File: src/rtl/fdc_disk_responder_if.sv
// ============================================================================
// Module   : fdc_disk_responder_if
// Brief    : Byte-wide request/acknowledge port to the disk-image memory.
// Revision : 1.0  initial release
// ============================================================================
`default_nettype none

interface fdc_disk_responder_if;
  logic [23:0] mem_addr;
  logic        mem_rd;
  logic        mem_wr;
  logic [7:0]  mem_wdata;
  logic [7:0]  mem_rdata;
  logic        mem_ack;

  modport master (
    output mem_addr, mem_rd, mem_wr, mem_wdata,
    input  mem_rdata, mem_ack
  );

  modport slave (
    input  mem_addr, mem_rd, mem_wr, mem_wdata,
    output mem_rdata, mem_ack
  );
endinterface

`default_nettype wire

File: src/rtl/fdc_disk_responder.sv
// ============================================================================
// Module   : fdc_disk_responder
// Brief    : Disk-side sector server for the nec765 FDC; two drives backed by
//            a flat byte-addressed image memory. FDR_SEEK_DELAY_EN enables
//            distance-proportional seek timing.
// Revision : 1.0  initial release
// ============================================================================
`default_nettype none

module fdc_disk_responder #(
  parameter int         SPT         = 9,
  parameter int         SIDES       = 1,
  parameter int         TRACKS      = 40,
  parameter logic [7:0] ID_BASE     = 8'hC1,
  parameter int         DRIVE_SHIFT = 20,
  parameter int         FIFO_LAT    = 1,
  parameter int         STEP_CYCLES = 4000
) (
  input  logic        clk,
  input  logic        rst_n,
  input  logic [31:0] disk_sr,
  output logic [31:0] disk_cr,
  input  logic [1:0]  disk_present,
  output logic [7:0]  disk_data_in,
  output logic        disk_data_clkin,
  input  logic [7:0]  disk_data_out,
  output logic        disk_data_clkout,
  fdc_disk_responder_if.master mem
);

  typedef enum logic [3:0] {
    S_IDLE, S_CHECK, S_RD_REQ, S_RD_WAIT, S_RD_PUSH, S_WR_PULL, S_WR_CAP,
    S_WR_REQ, S_WR_WAIT, S_SEEK, S_SEEK_FIN, S_DONE
  } state_t;

  state_t      r_state, w_next;
  logic [6:0]  r_prev;
  logic [7:0]  r_rot, r_cr_id, r_id, r_data, r_lat;
  logic [6:0]  r_cyl;
  logic [6:0]  r_cyl_reg [2];
  logic        r_head, r_drv, r_is_wr, r_seek_err, r_done, r_err, r_cr_p0;
  logic [15:0] r_lba;
  logic [9:0]  r_byte_cnt, w_cnt_nxt;
  logic        w_fin, w_fin_err, w_seek_busy;

  // {seek drv1, seek drv0, next-ID toggle, wr drv1, wr drv0, rd drv1, rd drv0}
  logic [6:0] w_req;
  logic       w_rd_edge, w_wr_edge, w_sk_edge, w_toggle, w_quiet, w_chk_err;
  logic       w_unused_sr;

  assign w_req       = {disk_sr[25:24], disk_sr[22], disk_sr[21:20], disk_sr[18:17]};
  assign w_rd_edge   = |(w_req[1:0] & ~r_prev[1:0]);
  assign w_wr_edge   = |(w_req[3:2] & ~r_prev[3:2]);
  assign w_sk_edge   = (r_prev[6:5] == 2'b00) && (w_req[6:5] != 2'b00);
  assign w_toggle    = w_req[4] ^ r_prev[4];
  assign w_quiet     = (w_req[3:0] == 4'd0) && (w_req[6:5] == 2'b00);
  assign w_cnt_nxt   = r_byte_cnt + 10'd1;
  assign w_unused_sr = ^{disk_sr[31:26], disk_sr[23], disk_sr[19], disk_sr[16]};

  assign w_chk_err = !disk_present[r_drv]
                   || (32'(r_id) < 32'(ID_BASE))
                   || (32'(r_id) >= 32'(ID_BASE) + 32'(SPT))
                   || (32'(r_cyl) >= 32'(TRACKS))
                   || (32'(r_head) >= 32'(SIDES));

  assign mem.mem_addr  = (24'(r_drv) << DRIVE_SHIFT) | (24'(r_lba) << 9)
                       | {15'd0, r_byte_cnt[8:0]};
  assign mem.mem_wdata = r_data;
  assign disk_data_in  = r_data;
  assign disk_cr       = {r_cr_id, 18'd0, r_cr_p0, r_done, r_err, 3'd0};

`ifdef FDR_SEEK_DELAY_EN
  logic [23:0] r_seek_cnt;
  logic [6:0]  w_cur_cyl, w_dist;

  assign w_cur_cyl = r_cyl_reg[disk_sr[25]];
  assign w_dist    = (disk_sr[14:8] >= w_cur_cyl) ? (disk_sr[14:8] - w_cur_cyl)
                                                  : (w_cur_cyl - disk_sr[14:8]);

  always_ff @(posedge clk) begin
    if (!rst_n) begin
      r_seek_cnt <= 24'd0;
    end else if (r_state == S_IDLE && w_next == S_SEEK) begin
      r_seek_cnt <= 24'(32'(w_dist) * 32'(STEP_CYCLES));
    end else if (r_state == S_SEEK && r_seek_cnt != 24'd0) begin
      r_seek_cnt <= r_seek_cnt - 24'd1;
    end
  end
  assign w_seek_busy = (r_seek_cnt != 24'd0);
`else
  logic w_unused_seek;
  // Cylinder tracking only feeds the seek timer, absent in this build.
  assign w_unused_seek = ^{32'(STEP_CYCLES), r_cyl_reg[0], r_cyl_reg[1]};
  assign w_seek_busy   = 1'b0;
`endif

  always_comb begin
    w_next               = r_state;
    w_fin                = 1'b0;
    w_fin_err            = 1'b0;
    mem.mem_rd           = 1'b0;
    mem.mem_wr           = 1'b0;
    disk_data_clkin      = 1'b0;
    disk_data_clkout     = 1'b0;
    case (r_state)
      S_IDLE: begin
        if (w_wr_edge || w_rd_edge) w_next = S_CHECK;
        else if (w_sk_edge)         w_next = S_SEEK;
      end
      S_CHECK: begin
        if (w_chk_err) begin
          w_next    = S_DONE;
          w_fin     = 1'b1;
          w_fin_err = 1'b1;
        end else begin
          w_next = r_is_wr ? S_WR_PULL : S_RD_REQ;
        end
      end
      // An ack arriving in the request cycle itself is accepted.
      S_RD_REQ, S_RD_WAIT: begin
        mem.mem_rd = 1'b1;
        w_next     = mem.mem_ack ? S_RD_PUSH : S_RD_WAIT;
      end
      S_RD_PUSH: begin
        disk_data_clkin = 1'b1;
        if (w_cnt_nxt == 10'd512) begin
          w_next = S_DONE;
          w_fin  = 1'b1;
        end else begin
          w_next = S_RD_REQ;
        end
      end
      S_WR_PULL: begin
        disk_data_clkout = 1'b1;
        w_next           = S_WR_CAP;
      end
      S_WR_CAP: if (r_lat == 8'd0) w_next = S_WR_REQ;
      S_WR_REQ, S_WR_WAIT: begin
        mem.mem_wr = 1'b1;
        if (!mem.mem_ack) begin
          w_next = S_WR_WAIT;
        end else if (w_cnt_nxt == 10'd512) begin
          w_next = S_DONE;
          w_fin  = 1'b1;
        end else begin
          w_next = S_WR_PULL;
        end
      end
      S_SEEK:     w_next = w_seek_busy ? S_SEEK : S_SEEK_FIN;
      S_SEEK_FIN: begin
        w_next    = S_DONE;
        w_fin     = 1'b1;
        w_fin_err = r_seek_err;
      end
      S_DONE:  if (w_quiet) w_next = S_IDLE;
      default: w_next = S_IDLE;
    endcase
  end

  always_ff @(posedge clk) begin
    if (!rst_n) begin
      r_state      <= S_IDLE;
      r_prev       <= 7'd0;
      r_rot        <= 8'd0;
      r_cr_id      <= 8'd0;
      r_cr_p0      <= 1'b0;
      r_done       <= 1'b0;
      r_err        <= 1'b0;
      r_id         <= 8'd0;
      r_cyl        <= 7'd0;
      r_head       <= 1'b0;
      r_drv        <= 1'b0;
      r_is_wr      <= 1'b0;
      r_seek_err   <= 1'b0;
      r_lba        <= 16'd0;
      r_byte_cnt   <= 10'd0;
      r_data       <= 8'd0;
      r_lat        <= 8'd0;
      r_cyl_reg[0] <= 7'd0;
      r_cyl_reg[1] <= 7'd0;
    end else begin
      r_state <= w_next;
      r_prev  <= w_req;
      if (w_toggle) r_rot <= (r_rot == 8'(SPT - 1)) ? 8'd0 : r_rot + 8'd1;
      r_cr_id <= disk_present[0] ? ID_BASE + r_rot : 8'd0;
      r_cr_p0 <= disk_present[0];

      if (w_fin) begin
        r_done <= 1'b1;
        r_err  <= w_fin_err;
      end else if (r_state == S_DONE && w_quiet) begin
        r_done <= 1'b0;
        r_err  <= 1'b0;
      end

      case (r_state)
        S_IDLE: begin
          if (w_next == S_CHECK) begin
            r_is_wr    <= w_wr_edge;
            r_drv      <= w_wr_edge ? disk_sr[21] : disk_sr[18];
            r_id       <= disk_sr[7:0];
            r_cyl      <= disk_sr[14:8];
            r_head     <= disk_sr[15];
            r_byte_cnt <= 10'd0;
          end else if (w_next == S_SEEK) begin
            r_drv                   <= disk_sr[25];
            r_seek_err              <= !disk_present[disk_sr[25]];
            r_cyl_reg[disk_sr[25]]  <= disk_sr[14:8];
          end
        end
        S_CHECK: r_lba <= 16'((32'(r_cyl) * 32'(SIDES) + 32'(r_head)) * 32'(SPT)
                              + 32'(r_id) - 32'(ID_BASE));
        S_RD_REQ, S_RD_WAIT: if (mem.mem_ack) r_data <= mem.mem_rdata;
        S_RD_PUSH: r_byte_cnt <= w_cnt_nxt;
        S_WR_PULL: r_lat <= 8'(FIFO_LAT - 1);
        S_WR_CAP: begin
          if (r_lat == 8'd0) r_data <= disk_data_out;
          else               r_lat  <= r_lat - 8'd1;
        end
        S_WR_REQ, S_WR_WAIT: if (mem.mem_ack) r_byte_cnt <= w_cnt_nxt;
        default: ;
      endcase
    end
  end

endmodule

`default_nettype wire
File: src/flat_wrapper.sv
// flat-port wrapper written by rule: the top's interface ports become plain ports
module fdc_disk_responder_flat 
#(
  parameter int         SPT         = 9,
  parameter int         SIDES       = 1,
  parameter int         TRACKS      = 40,
  parameter logic [7:0] ID_BASE     = 8'hC1,
  parameter int         DRIVE_SHIFT = 20,
  parameter int         FIFO_LAT    = 1,
  parameter int         STEP_CYCLES = 4000
)
  (clk, rst_n, disk_sr, disk_cr, disk_present, disk_data_in, disk_data_clkin, disk_data_out, disk_data_clkout, mem_mem_addr, mem_mem_rd, mem_mem_wr, mem_mem_wdata, mem_mem_rdata, mem_mem_ack);
  fdc_disk_responder_if mem_i ();
  input  logic clk;
  input  logic rst_n;
  input  logic [31:0] disk_sr;
  output logic [31:0] disk_cr;
  input  logic [1:0] disk_present;
  output logic [7:0] disk_data_in;
  output logic disk_data_clkin;
  input  logic [7:0] disk_data_out;
  output logic disk_data_clkout;
  output wire logic [$bits(mem_i.mem_addr)-1:0] mem_mem_addr;
  output wire logic [$bits(mem_i.mem_rd)-1:0] mem_mem_rd;
  output wire logic [$bits(mem_i.mem_wr)-1:0] mem_mem_wr;
  output wire logic [$bits(mem_i.mem_wdata)-1:0] mem_mem_wdata;
  input wire logic [$bits(mem_i.mem_rdata)-1:0] mem_mem_rdata;
  input wire logic [$bits(mem_i.mem_ack)-1:0] mem_mem_ack;
  assign mem_mem_addr = mem_i.mem_addr;
  assign mem_mem_rd = mem_i.mem_rd;
  assign mem_mem_wr = mem_i.mem_wr;
  assign mem_mem_wdata = mem_i.mem_wdata;
  assign mem_i.mem_rdata = mem_mem_rdata;
  assign mem_i.mem_ack = mem_mem_ack;
  fdc_disk_responder #(.SPT(SPT), .SIDES(SIDES), .TRACKS(TRACKS), .ID_BASE(ID_BASE), .DRIVE_SHIFT(DRIVE_SHIFT), .FIFO_LAT(FIFO_LAT), .STEP_CYCLES(STEP_CYCLES)) u_core (.clk(clk), .rst_n(rst_n), .disk_sr(disk_sr), .disk_cr(disk_cr), .disk_present(disk_present), .disk_data_in(disk_data_in), .disk_data_clkin(disk_data_clkin), .disk_data_out(disk_data_out), .disk_data_clkout(disk_data_clkout), .mem(mem_i));
endmodule
File: config.mk
export PLATFORM = sky130hd
export DESIGN_NAME = fdc_disk_responder_flat
export DESIGN_NICKNAME = d
export VERILOG_FILES = /design/src/rtl/fdc_disk_responder_if.sv /design/src/rtl/fdc_disk_responder.sv /design/src/flat_wrapper.sv
export SDC_FILE = /design/constraint.sdc
export NUM_CORES = 1
export LEC_CHECK = 0
export ABC_AREA = 1
export CAP_MARGIN = 40
export CORE_ASPECT_RATIO = 0.5
export CORE_MARGIN = 5
export CORE_UTILIZATION = 57
export CTS_CLUSTER_SIZE = 14
export DETAILED_ROUTE_END_ITERATION = 8
export DONT_BUFFER_PORTS = 1
export PLACE_DENSITY = 0.75
export SYNTH_ARGS = -nofsm -noshare
export SYNTH_HDL_FRONTEND = slang
export SYNTH_SLANG_ARGS = --single-unit
export TNS_END_PERCENT = 1
File: constraint.sdc
create_clock -name clk -period 3.89 [get_ports clk]
set_input_delay 0.778 -clock clk [delete_from_list [all_inputs] [get_ports clk]]
set_output_delay 0.778 -clock clk [all_outputs]
set_load 0.01 [all_outputs]
==> results.yml <==
global_routing:
  grt_pass1_wl_mm: 19.5
  grtUsageTotal_pct: 20.0
  grt_pass1_vias: 4243
  grt_overflow: 0
  grt_antenna_before_repair: 0
  grt_max_degree: 51
timing:
  setup_violations: 0
  fin_crit_sh_pct: 99.2
  finalMaxSlewViolations: 0
  worstMarginPinSlew_ps: 538
  hold_viol_final: 0
  fmax_mhz: 259
  finalCriticalPeriod_ps: 3860
  rsz0062_at_grt: "yes"
  finClkSkew_ps: 6.87
  maxSlewHeadroom_pct: 64.0
  tns_ps: 0
worst_hold_path:
  hp-class: "reg2reg"
logic_synthesis:
  syn_inst: 798
  yosysWarningCount: 0
  synth_area_leaders: "dfxtp_1, nand2_1, inv_1, buf_4, nor2_1"
  synth-async-reset-ratio_pct: 0
  synth-edff-count: 0
  synthTopCellsByCount: "nand2_1, inv_1, nor2_1"
  synth.most_common_cell: "nand2_1"
  yosysUniqueCellTypes: 40
  synth_largest_area_cell: "dfxtp_1"
  synth_top_area_share_pct: 31.8
  ys_ff_latch: 90
  synth-main-ff-cell: "dfxtp_1"
  syn-mean-instance-area_um2: 7.10
  netlist_area_um2: 5660
  synth_seq_area_share_pct: 31.8
clock_tree:
  clock-sinks: 90
  clockBufferDepth: 2
  h-tree-depth: 3
  cts_tree: "yes"
  ctsHoldBuffers: 0
  clock-root-buffer: "clkbuf_16"
  clk_latency_ps: 340
  path_clk_slew_ps: 70
  numCtsBuffers: 9
layout:
  num_antenna_cells: 0
  largestRegisters: "u_core.r_lba: 15 flops, u_core.r_byte_cnt: 10 flops"
  drive_above_1_share_pct: 14.1
  area_growth_pct: 7.36
  nFillCells: 861
  regMostFlops: "u_core.r_lba"
  largest_reg_flops: 15
  fin_nets: 880
die:
  die_area_um2: 12200
  start_util_pct: 59.2
  fp-row-count: 25
  ios: 129
  die_h_um: 80.5
  core-area_um2: 9570
  die_w_um: 151
setup_path:
  start_kind: "register"
  critPathCaptureType: "register"
  worst-path-max-fanout: 3
  crit_type: "reg2reg"
  worstPathArrival_ps: 4140
  critPathRequiredTime_ps: 4170
placed_design:
  port-buffer-count: 0
  gp_congestion: 0.947
  hpwl_mm: 9.03
routing:
  ant_nets: 0
  via_per_inst: 5.06
  routed_wl_mm: 12.1
  num_vias: 4680
  drt_first_iter_violations: 208
  drc: 0
  wl_per_cell_um: 13.1
  drt_pass1_iterations: 5
power_and_ir_drop:
  irDropWorstVdd_mv: 0.512
  p_total_mw: 5.35
  p_leak_nw: 2.92
  powerDensity_nw_per_um2: 880
job:
  cap_violations: 0
outcome:
  status: "finished, final reports clean"
-- report_power, final --
| group | internal (mW) | switching, mW | total, mW |
|---|---|---|---|
| sequential | 1.14 | 0.249 | 1.39 |
| combinational | 1.29 | 1.82 | 3.11 |
| clock | 0.451 | 0.399 | 0.850 |
| total | 2.89 | 2.46 | 5.35 |
-- cell families (layout without fill, tap and decap cells) --
group / after synthesis / count (layout) / share of synthesized area [%]
buf+inv: 203 / 174 / 17.5
other cells: 1 / 21 / 0.0662
flops: 90 / 90 / 31.8
fa+ha+maj: 43 / 43 / 11.1
simple gates: 323 / 323 / 25.0
mux: 1 / 1 / 0.199
xor+xnor: 18 / 18 / 2.78
compound gates: 119 / 119 / 11.6
-- worst paths after layout --
kind | endpoint | start | cells after the start | slack, ps
setup / recovery | u_core.r_lba[11]$_SDFFE_PN0P_ | u_core.r_head$_SDFFE_PN0P_ | 19 | 30
hold / removal | u_core.r_lat[0]$_SDFFE_PN0P_ | u_core.r_lat[0]$_SDFFE_PN0P_ | 1 | 460
setup reg to reg | u_core.r_lba[11]$_SDFFE_PN0P_ | u_core.r_head$_SDFFE_PN0P_ | 19 | 30
hold reg to reg | u_core.r_lat[0]$_SDFFE_PN0P_ | u_core.r_lat[0]$_SDFFE_PN0P_ | 1 | 460
-- through the flow --
step | util, % | std cells | worst slack, ps | instance area [um^2] | hold slack [ps]
3_5_place_dp | 58.5 | 905 | -150 | 5600 | 445
6_report | 63.5 | 924 | 30.7 | 6080 | 456
4_1_cts | 62.6 | 922 | -17.0 | 5990 | 455
5_1_grt | 63.5 | 924 | -210 | 6080 | 484
2_1_floorplan | - | 818 | 14.5 | 5750 | 426
3_3_place_gp | 58.5 | 905 | -82.7 | 5600 | 439
-- cell type report --
class | instances | area [um^2] | area share (%)
multi-input cells | 525 | 3120 | 51.4
flip-flops and latches | 90 | 1800 | 29.7
inverters | 133 | 502 | 8.25
clock buffers | 9 | 225 | 3.70
repair buffers | 25 | 188 | 3.09
well taps | 135 | 169 | 2.78
clock inverters | 7 | 70.1 | 1.15
-- placed cells by master (no fill, tap or decap), types with 5 or more instances in the layout --
master / instances
a211oi_1: 5
a21oi_1: 35
a31oi_1: 10
buf_4: 25
clkbuf_16: 9
conb_1: 21
dfxtp_1: 88
fa_1: 10
ha_1: 24
ha_4: 7
inv_1: 124
inv_2: 8
nand2_1: 127
nand2_2: 10
nand3_1: 22
nand3_2: 6
nand4_1: 6
nor2_1: 106
nor2_2: 17
nor3_1: 13
o211ai_1: 5
o21ai_0: 38
o21ai_1: 17
xor2_1: 16
-- worst max-delay path, cell delays in order, from the launching register on --
cell	delay, ps
dfxtp_2	360
ha_4	170
nand4_1	100
nor2_1	140
xor2_1	230
inv_1	120
ha_4	220
fa_1	470
inv_1	50
fa_1	520
inv_2	50
ha_4	280
buf_4	120
nand3_1	80
o211ai_1	260
nand3_1	140
nand2_2	110
xor2_1	220
o21ai_1	100
inv_1	70
-- repair_timing --
action,CTS,global route
endpoints found under the setup margin,7,8
endpoints found under the hold margin,0,0
gates resized for setup,17,22
pin swaps,13,16
buffers inserted,1,2
-- per-layer routing --
layer	vias to the layer above	GRT usage, %	share of wire [%]
met5	-	0	0
met4	0	6.15	1.6
met2	144	33.9	47
met3	18	5.07	7.3
met1	2111	25.1	44
li1	2407	-	-
Power figures use the tool's default switching activity.
